### src/rtl/iterative_alu.sv
// Multi-cycle ALU: single-cycle logic/arith ops, iterative shift-add multiply and restoring divide.
// Optional remainder output port enabled by defining ALU_REMAINDER_EN.
module iterative_alu #(
  parameter int WIDTH   = 32,
  parameter int SHAMT_W = $clog2(WIDTH)
) (
  input  logic             clk,
  input  logic             rst,
  input  logic             start,
  input  logic [3:0]       ALUControl,
  input  logic [WIDTH-1:0] srca,
  input  logic [WIDTH-1:0] srcb,
  output logic             busy,
  output logic             done,
  output logic [WIDTH-1:0] ALUout,
  output logic             zero,
  output logic             div_by_zero
`ifdef ALU_REMAINDER_EN
  ,
  output logic [WIDTH-1:0] rem
`endif
);

  typedef enum logic [1:0] {
    S_IDLE,
    S_MUL,
    S_DIV,
    S_DONE
  } state_t;

  localparam logic [3:0] OP_ADD  = 4'b0000;
  localparam logic [3:0] OP_SUB  = 4'b0001;
  localparam logic [3:0] OP_MUL  = 4'b0010;
  localparam logic [3:0] OP_DIV  = 4'b0011;
  localparam logic [3:0] OP_XOR  = 4'b0100;
  localparam logic [3:0] OP_AND  = 4'b0101;
  localparam logic [3:0] OP_OR   = 4'b0110;
  localparam logic [3:0] OP_NOT  = 4'b0111;
  localparam logic [3:0] OP_NOR  = 4'b1000;
  localparam logic [3:0] OP_SLT  = 4'b1001;
  localparam logic [3:0] OP_SLL  = 4'b1010;
  localparam logic [3:0] OP_SRL  = 4'b1011;
  localparam logic [3:0] OP_SRA  = 4'b1100;
  localparam logic [3:0] OP_SLTU = 4'b1101;

  localparam logic [SHAMT_W-1:0] LAST_ITER = SHAMT_W'(WIDTH - 1);

  state_t             state;
  logic [SHAMT_W-1:0] cnt;
  logic [WIDTH-1:0]   opa;   // multiplicand (MUL) / dividend shifting into quotient (DIV)
  logic [WIDTH-1:0]   opb;   // multiplier (MUL) / divisor (DIV)
  logic [WIDTH-1:0]   acc;
  logic [WIDTH:0]     prem;

  logic [SHAMT_W-1:0] shamt;
  logic [WIDTH-1:0]   sc_res;
  logic [WIDTH-1:0]   acc_nx;
  logic [WIDTH:0]     rem_sh;
  logic [WIDTH:0]     rem_diff;
  logic [WIDTH:0]     rem_nx;
  logic               q_bit;
  logic [WIDTH-1:0]   quo_nx;
  logic               accept_ok;

  assign accept_ok = start && ((state == S_IDLE) || (state == S_DONE));

  always_comb begin
    sc_res = '0;
    shamt  = srcb[SHAMT_W-1:0];
    case (ALUControl)
      OP_ADD:  sc_res = srca + srcb;
      OP_SUB:  sc_res = srca - srcb;
      OP_XOR:  sc_res = srca ^ srcb;
      OP_AND:  sc_res = srca & srcb;
      OP_OR:   sc_res = srca | srcb;
      OP_NOT:  sc_res = ~srca;
      OP_NOR:  sc_res = ~(srca | srcb);
      OP_SLT:  sc_res = {{(WIDTH-1){1'b0}}, ($signed(srca) < $signed(srcb))};
      OP_SLTU: sc_res = {{(WIDTH-1){1'b0}}, (srca < srcb)};
      OP_SLL:  sc_res = srca << shamt;
      OP_SRL:  sc_res = srca >> shamt;
      OP_SRA:  sc_res = WIDTH'($signed(srca) >>> shamt);
      default: sc_res = '0;
    endcase
  end

  // One iteration of shift-add multiply and of restoring divide.
  // prem never exceeds the divisor, so its MSB is always 0 before the shift.
  always_comb begin
    acc_nx   = opb[0] ? (acc + opa) : acc;
    rem_sh   = (prem << 1) | {{WIDTH{1'b0}}, opa[WIDTH-1]};
    rem_diff = rem_sh - {1'b0, opb};
    q_bit    = (rem_sh >= {1'b0, opb});
    rem_nx   = q_bit ? rem_diff : rem_sh;
    quo_nx   = {opa[WIDTH-2:0], q_bit};
  end

  always_ff @(posedge clk) begin
    if (rst) begin
      state       <= S_IDLE;
      busy        <= 1'b0;
      done        <= 1'b0;
      ALUout      <= '0;
      zero        <= 1'b0;
      div_by_zero <= 1'b0;
      cnt         <= '0;
      opa         <= '0;
      opb         <= '0;
      acc         <= '0;
      prem        <= '0;
`ifdef ALU_REMAINDER_EN
      rem         <= '0;
`endif
    end else begin
      done <= 1'b0;
      case (state)
        S_IDLE, S_DONE: begin
          if (accept_ok) begin
            opa <= srca;
            opb <= srcb;
            cnt <= '0;
            if (ALUControl == OP_MUL) begin
              state <= S_MUL;
              busy  <= 1'b1;
              acc   <= '0;
            end else if (ALUControl == OP_DIV && srcb != '0) begin
              state <= S_DIV;
              busy  <= 1'b1;
              prem  <= '0;
            end else if (ALUControl == OP_DIV) begin
              state       <= S_DONE;
              done        <= 1'b1;
              ALUout      <= '1;
              zero        <= 1'b0;
              div_by_zero <= 1'b1;
`ifdef ALU_REMAINDER_EN
              rem         <= srca;
`endif
            end else begin
              state       <= S_DONE;
              done        <= 1'b1;
              ALUout      <= sc_res;
              zero        <= (sc_res == '0);
              div_by_zero <= 1'b0;
            end
          end else begin
            state <= S_IDLE;
          end
        end
        S_MUL: begin
          acc <= acc_nx;
          opa <= opa << 1;
          opb <= opb >> 1;
          cnt <= cnt + 1'b1;
          if (cnt == LAST_ITER) begin
            state       <= S_DONE;
            busy        <= 1'b0;
            done        <= 1'b1;
            cnt         <= '0;
            ALUout      <= acc_nx;
            zero        <= (acc_nx == '0);
            div_by_zero <= 1'b0;
          end
        end
        S_DIV: begin
          prem <= rem_nx;
          opa  <= quo_nx;
          cnt  <= cnt + 1'b1;
          if (cnt == LAST_ITER) begin
            state       <= S_DONE;
            busy        <= 1'b0;
            done        <= 1'b1;
            cnt         <= '0;
            ALUout      <= quo_nx;
            zero        <= (quo_nx == '0);
            div_by_zero <= 1'b0;
`ifdef ALU_REMAINDER_EN
            rem         <= rem_nx[WIDTH-1:0];
`endif
          end
        end
        default: begin
          state <= S_IDLE;
          busy  <= 1'b0;
        end
      endcase
    end
  end

endmodule

### config.mk
export PLATFORM = sky130hd
export DESIGN_NAME = iterative_alu
export DESIGN_NICKNAME = d
export VERILOG_FILES = /design/src/rtl/iterative_alu.sv
export SDC_FILE = /design/constraint.sdc
export NUM_CORES = 1
export LEC_CHECK = 0
export BUFFER_PORTS_ARGS = -buffer_cell sky130_fd_sc_hd__buf_2
export CORE_AREA = 2 2 270 272
export CTS_BUF_LIST = sky130_fd_sc_hd__clkbuf_8
export DETAILED_ROUTE_END_ITERATION = 8
export DIE_AREA = 0 0 272 274
export SYNTH_ARGS = -nofsm -noshare
export SYNTH_HDL_FRONTEND = slang
export SYNTH_SLANG_ARGS = --single-unit
### constraint.sdc
create_clock -name clk -period 5.6 [get_ports clk]
set_input_delay 0.28 -clock clk [delete_from_list [all_inputs] [get_ports clk]]
set_output_delay 0.28 -clock clk [all_outputs]
set_load 0.05 [all_outputs]
==> impl_metrics.env, run 1 <==
export IMPL_fin_skew_ns=0.0193
export IMPL_p_per_area_nw_per_um2=294
export IMPL_grt_pass1_vias=21700
export IMPL_final_nets=3097
export IMPL_gp_congestion=1.06
export IMPL_utilization=0.324
export IMPL_synth_top_area_share=0.161
export IMPL_hold_violations=0
export IMPL_synthFlopType="dfxtp_1"
export IMPL_ys_seq_area_frac=0.161
export IMPL_start_util=0.296
export IMPL_yosys_cell_types_count=102
export IMPL_yosys_area_top_type="dfxtp_1"
export IMPL_finalPower_mw=6.84
export IMPL_postCtsHoldBufs=0
export IMPL_grt_max_degree=71
export IMPL_grt_pass1_wl_um=143000
export IMPL_cp_end_kind="register"
export IMPL_antenna_found_initial=11
export IMPL_synthAdderAreaFrac=0.104
export IMPL_cts_tree="yes"
export IMPL_syn_nets=3106
export IMPL_leakagePower_nw=9.62
export IMPL_yosysWarnings=0
export IMPL_vias=23700
export IMPL_grt_use_total=0.253
export IMPL_io_pins=107
export IMPL_synth_compound_area_frac=0.304
export IMPL_clock_path_buffers=2
export IMPL_r2r_slack_ns=0.92
export IMPL_start_kind="register"
export IMPL_fp_row_count=99
export IMPL_setup_viol=0
export IMPL_slew_headroom=0.186
export IMPL_fin_crit_sh=0.835
export IMPL_cts_sinks=171
export IMPL_fmax_mhz=214
export IMPL_synth_seq_cells=171
export IMPL_setup_worst_path_class="register to register"
export IMPL_worst_pin_slew_ns=1.22
export IMPL_hpwlAfterDp_um=72400
export IMPL_cp_required_ns=6.13
export IMPL_cts_root_buf="clkbuf_8"
export IMPL_synth_edf_count=0
export IMPL_maxCapViolCount=0
export IMPL_worstPathMaxFanout=4
export IMPL_drc=0
export IMPL_synth_xor_area_frac=0.0255
export IMPL_peakVddDrop_mv=0.233
export IMPL_cts_resized=0
export IMPL_status="complete, no violations"
export IMPL_drtAntennaViolNets=0
export IMPL_clock_latency_ns=0.58
export IMPL_syn_area_um2=21300
export IMPL_min_period_ns=4.68
export IMPL_die_area_um2=74500
export IMPL_overflow=0
export IMPL_cts_buffers=17
export IMPL_clk_pin_slew_ns=0.11
export IMPL_wirelength_um=96900
export IMPL_fp_dieW_um=272
export IMPL_synth_top_family_by_area="compound AO/OA/AOI/OAI gates"
export IMPL_area_growth_pct=9.40
export IMPL_drive_gt1_frac=0.131
export IMPL_worstPathArrival_ns=5.21
export IMPL_io_buffers=106
export IMPL_synth_async_reset_ratio=0
export IMPL_drv_slew=0
export IMPL_coreArea_um2=72000
export IMPL_htreeDepth=4
export IMPL_vias_per_cell=6.19
export IMPL_syn_instance_count=2860
export IMPL_fin_setup_tns_ns=0
export IMPL_syn_avg_cell_area_um2=7.45
export IMPL_synth_simple_area_share=0.193
export IMPL_synth_area_mux_share=0.140
export IMPL_synth_top_cells_by_area="dfxtp_1 16%, ha_1 10%, a21oi_1 6.1%, nor2_1 5.7%, mux4_2 5.5%"
export IMPL_cts_setup_buffers=0
export IMPL_grt_setup_unrepaired="false"
export IMPL_drt_iter0_drc=3310
export IMPL_wl_per_cell_um=25.3
export IMPL_die_y_um=274
export IMPL_hp_class="input pin to register"
export IMPL_firstDrtPassIters=7
-- synth_stat cells, drive strengths merged, types with 15 or more instances --
cell      n
nor3     50
nand4    27
mux4     54
dfxtp   171
a21oi   258
xnor2    39
a22oi    53
nand2b   25
clkbuf  154
nor2b    30
o211ai   35
xor2     23
nor2    324
a211oi   64
buf      69
and3     19
mux2i   111
nor4     47
or3      17
o21ai   187
nand2   227
a221oi   35
nand3    48
and2     15
o31ai    25
o21bai   16
a31oi    30
a32oi    18
mux2     57
inv     162
a21o     52
o221ai   20
ha      171
-- stage by stage --
stage | hold slack [ns] | setup slack (ns) | std cells | area [um2]
detailed placement | 0.451 | 0.610 | 3791 | 22800
global placement | 0.438 | 0.597 | 3791 | 22800
CTS | 0.0420 | 0.921 | 3823 | 23300
global route | 0.0968 | 0.664 | 3824 | 23300
floorplan | 0.426 | 0.742 | 2860 | 21300
finish | 0.0819 | 0.923 | 3825 | 23300
-- where the power goes --
group	switching, mW	internal [mW]	leakage, nW
logic	2.74	1.29	7.99
registers	0.281	1.45	1.40
clock network	0.566	0.509	0.235
-- cells in the final DEF (no fill, tap or decap), types with 89 or more instances in the layout --
cell,n
mux2i_1,111
nand2_1,225
a21oi_1,257
buf_4,89
inv_1,156
dfxtp_1,170
buf_2,104
nor2_1,320
o21ai_0,159
ha_1,170
-- critical path: stages (launching register included) --
cell,delay (ns)
dfxtp_1,0.35
ha_1,0.24
fa_1,0.44
a211o_1,0.33
a2111oi_2,0.56
nor2_1,0.13
xnor2_1,0.15
mux2_2,0.29
nor4_1,0.39
and4b_1,0.28
nand4b_1,0.16
nor4_1,0.27
nand4_1,0.12
or4_1,0.41
nor4_1,0.33
or3_1,0.17
-- per-layer routing --
metal  track usage  share of wire  up-vias
met2         0.381           0.42     1466
met1         0.328           0.41    11200
met3        0.0757           0.12      299
met4         0.123          0.052       18
met5             0         0.0011        -
li1              -              -    10700
-- path summary, 6_finish.rpt --
kind / startpoint / end / cells after the start
worst max-delay path: acc[0]$_SDFFE_PP0P_ / zero$_SDFFE_PP0P_ / 15
worst min register to register: prem[31]$_SDFFE_PP0P_ / prem[31]$_SDFFE_PP0P_ / 2
worst max register to register: acc[0]$_SDFFE_PP0P_ / zero$_SDFFE_PP0P_ / 15
worst min-delay path: srcb[25] / opb[25]$_SDFFE_PP0P_ / 3
-- final cells by class --
type | count | area, um2
sequential | 171 | 3420
tap | 959 | 1200
inverter | 163 | 612
timing repair buffer | 195 | 1230
clock inverter | 14 | 206
multi-input combinational | 2303 | 16400
clock buffer | 18 | 248
fill | 7776 | 48700
antenna | 2 | 5.00
-- kinds of logic (layout without fill, tap and decap cells) --
| logic type | after synthesis | after routing |
|---|---|---|
| AOI/OAI and AO/OA | 966 | 966 |
| and+or+nand+nor | 878 | 878 |
| buffers and inverters | 386 | 390 |
| muxes | 222 | 222 |
| adders and majority gates | 175 | 175 |
| DFF | 171 | 171 |
| xor gates and xnor gates | 62 | 62 |
| other | 0 | 2 |
-- registers in the layout, indices dropped and copies added (netlist names) --
register	cells
ALUout	32
acc	32
opa	32
opb	32
prem	32
cnt	5
state	2
busy	1
div_by_zero	1
done	1
zero	1
Power figures use the tool's default switching activity.
==> run 2: changes to the inputs <==
Clock period 5.6 ns to 4.3 ns, I/O delays scaled along.
==> run 2 against run 1 <==
- the run now ends with setup timing left
- hold slack got worse by 0.037 ns
- critical path type unchanged
- critical endpoint unchanged
- cell count is 7.1% higher
- largest power group unchanged
- combinational power up 41%
- count of clock-buffer cells in the layout rose by 2
- core utilization is 3.2 points higher
- sequential share of layout area decreased by 1.3 points
- clock power grew 27%
- die area is the same
- clock skew is 0.0061 ns higher
==> impl_metrics.env, run 2 (same netlist as run 1, synthesis figures left out) <==
export IMPL_io_pins=107
export IMPL_worstPathMaxFanout=3
export IMPL_clk_pin_slew_ns=0.12
export IMPL_status="finished with violations"
export IMPL_setup_worst_path_class="register to register"
export IMPL_drtAntennaViolNets=0
export IMPL_grt_max_degree=72
export IMPL_setup_viol=1
export IMPL_fin_setup_tns_ns=-0.0437
export IMPL_min_period_ns=4.34
export IMPL_drive_gt1_frac=0.214
export IMPL_slew_headroom=0.209
export IMPL_cts_buffers=17
export IMPL_hold_violations=0
export IMPL_grt_pass1_vias=22600
export IMPL_finalNonFillerCells=4096
export IMPL_maxCapViolCount=0
export IMPL_grt_pass1_wl_um=146000
export IMPL_stdcell_area_um2=25600
export IMPL_final_common_cell="buf_4"
export IMPL_wirelength_um=98700
export IMPL_grt_setup_unrepaired="true"
export IMPL_drc=0
export IMPL_cts_root_buf="clkbuf_8"
export IMPL_htreeDepth=4
export IMPL_leakagePower_nw=11.0
export IMPL_overflow=0
export IMPL_die_y_um=274
export IMPL_finalPower_mw=9.24
export IMPL_peakVddDrop_mv=0.377
export IMPL_worst_pin_slew_ns=1.17
export IMPL_vias=24400
export IMPL_hpwlAfterDp_um=76500
export IMPL_coreArea_um2=72000
export IMPL_start_kind="register"
export IMPL_p_per_area_nw_per_um2=361
export IMPL_gp_congestion=1.05
export IMPL_fin_ws_ns=-0.0437
export IMPL_die_area_um2=74500
export IMPL_firstDrtPassIters=7
export IMPL_area_growth_pct=20.3
export IMPL_cp_required_ns=4.84
export IMPL_io_buffers=106
export IMPL_final_nets=3368
export IMPL_vias_per_cell=5.96
export IMPL_clock_path_buffers=2
export IMPL_worstPathArrival_ns=4.88
export IMPL_fmax_mhz=230
export IMPL_placed_area_um2=25000
export IMPL_clock_latency_ns=0.58
export IMPL_grt_use_total=0.257
export IMPL_fp_dieW_um=272
export IMPL_layout_common_cells="350 x buf_4, 319 x nor2_1, 254 x a21oi_1"
export IMPL_fin_crit_sh=1.01
export IMPL_cts_tree="yes"
export IMPL_dp_cells=4057
export IMPL_fin_skew_ns=0.0254
export IMPL_fp_row_count=99
export IMPL_wl_per_cell_um=24.1
export IMPL_failed_checks="setup timing"
export IMPL_hp_class="input pin to register"
export IMPL_utilization=0.356
export IMPL_start_util=0.296
export IMPL_drt_iter0_drc=2920
export IMPL_cts_sinks=171
export IMPL_drv_slew=0
export IMPL_antenna_found_initial=13
export IMPL_cp_end_kind="register"
[run 2: worst paths after layout]
path	startpoint	to	slack [ns]	depth (start not counted)
max	opa[1]$_SDFFE_PP0N_	zero$_SDFFE_PP0P_	-0.04	15
min	srcb[13]	opb[13]$_SDFFE_PP0P_	0.04	3
max reg2reg	opa[1]$_SDFFE_PP0N_	zero$_SDFFE_PP0P_	-0.04	15
min reg2reg	prem[15]$_SDFFE_PP0P_	prem[15]$_SDFFE_PP0P_	0.48	2
[run 2: power breakdown]
part	internal (mW)	switching, mW	leakage, nW	total (mW)
sequential	1.89	0.307	1.40	2.20
combinational	2.01	3.68	9.37	5.69
clock	0.639	0.723	0.231	1.36
total	4.54	4.71	11.0	9.24
[run 2: timing repair]
| action | 4_1_cts | 5_1_grt |
|---|---|---|
| cloned | 0 | 0 |
| pin swaps | 0 | 11 |
| hold endpoints to repair | 2 | 0 |
| hold buffers | 2 | 0 |
| setup endpoints to repair | 1 | 35 |
| setup buffers | 0 | 3 |
| gates resized for setup | 3 | 28 |
[run 2: routing by layer]
layer | GRT usage | routed length (um) | vias to the layer above
met1 | 0.354 | 42500 | 11700
li1 | - | - | 11200
met2 | 0.383 | 41200 | 1328
met5 | 0 | 80 | -
met3 | 0.0582 | 10700 | 231
met4 | 0.106 | 4340 | 14
[run 2: critical path, stage by stage (launching register included)]
cell and delay, ns:
dfxtp_1 0.46, ha_1 0.28, a211o_1 0.30, a2111oi_0 0.58, o31ai_1 0.17, xor2_1 0.16, mux2_2 0.32, nor3_2 0.19
and4b_1 0.27, nand4b_1 0.16, nor4_2 0.25, nand4_1 0.11, or4_4 0.44, nor4_4 0.36, buf_4 0.17, or3_1 0.09
[run 2: stage by stage]
step | hold WS [ns] | setup slack (ns)
CTS | 0.00745 | 0.0222
finish | 0.0445 | -0.0437
global placement | 0.446 | -0.483
detailed placement | 0.457 | -0.436
global route | 0.0345 | -0.192
floorplan | 0.426 | 0.0120
[run 2: cell type report]
type                            count  area (um2)
Sequential cell                   171        3430
Tap cell                          959        1200
Clock inverter                     12         173
Multi-Input combinational cell   2303       16600
Clock buffer                       20         275
Antenna cell                        2        5.00
Fill cell                        7592       46400
Inverter                          163         612
Timing Repair Buffer              466        3360
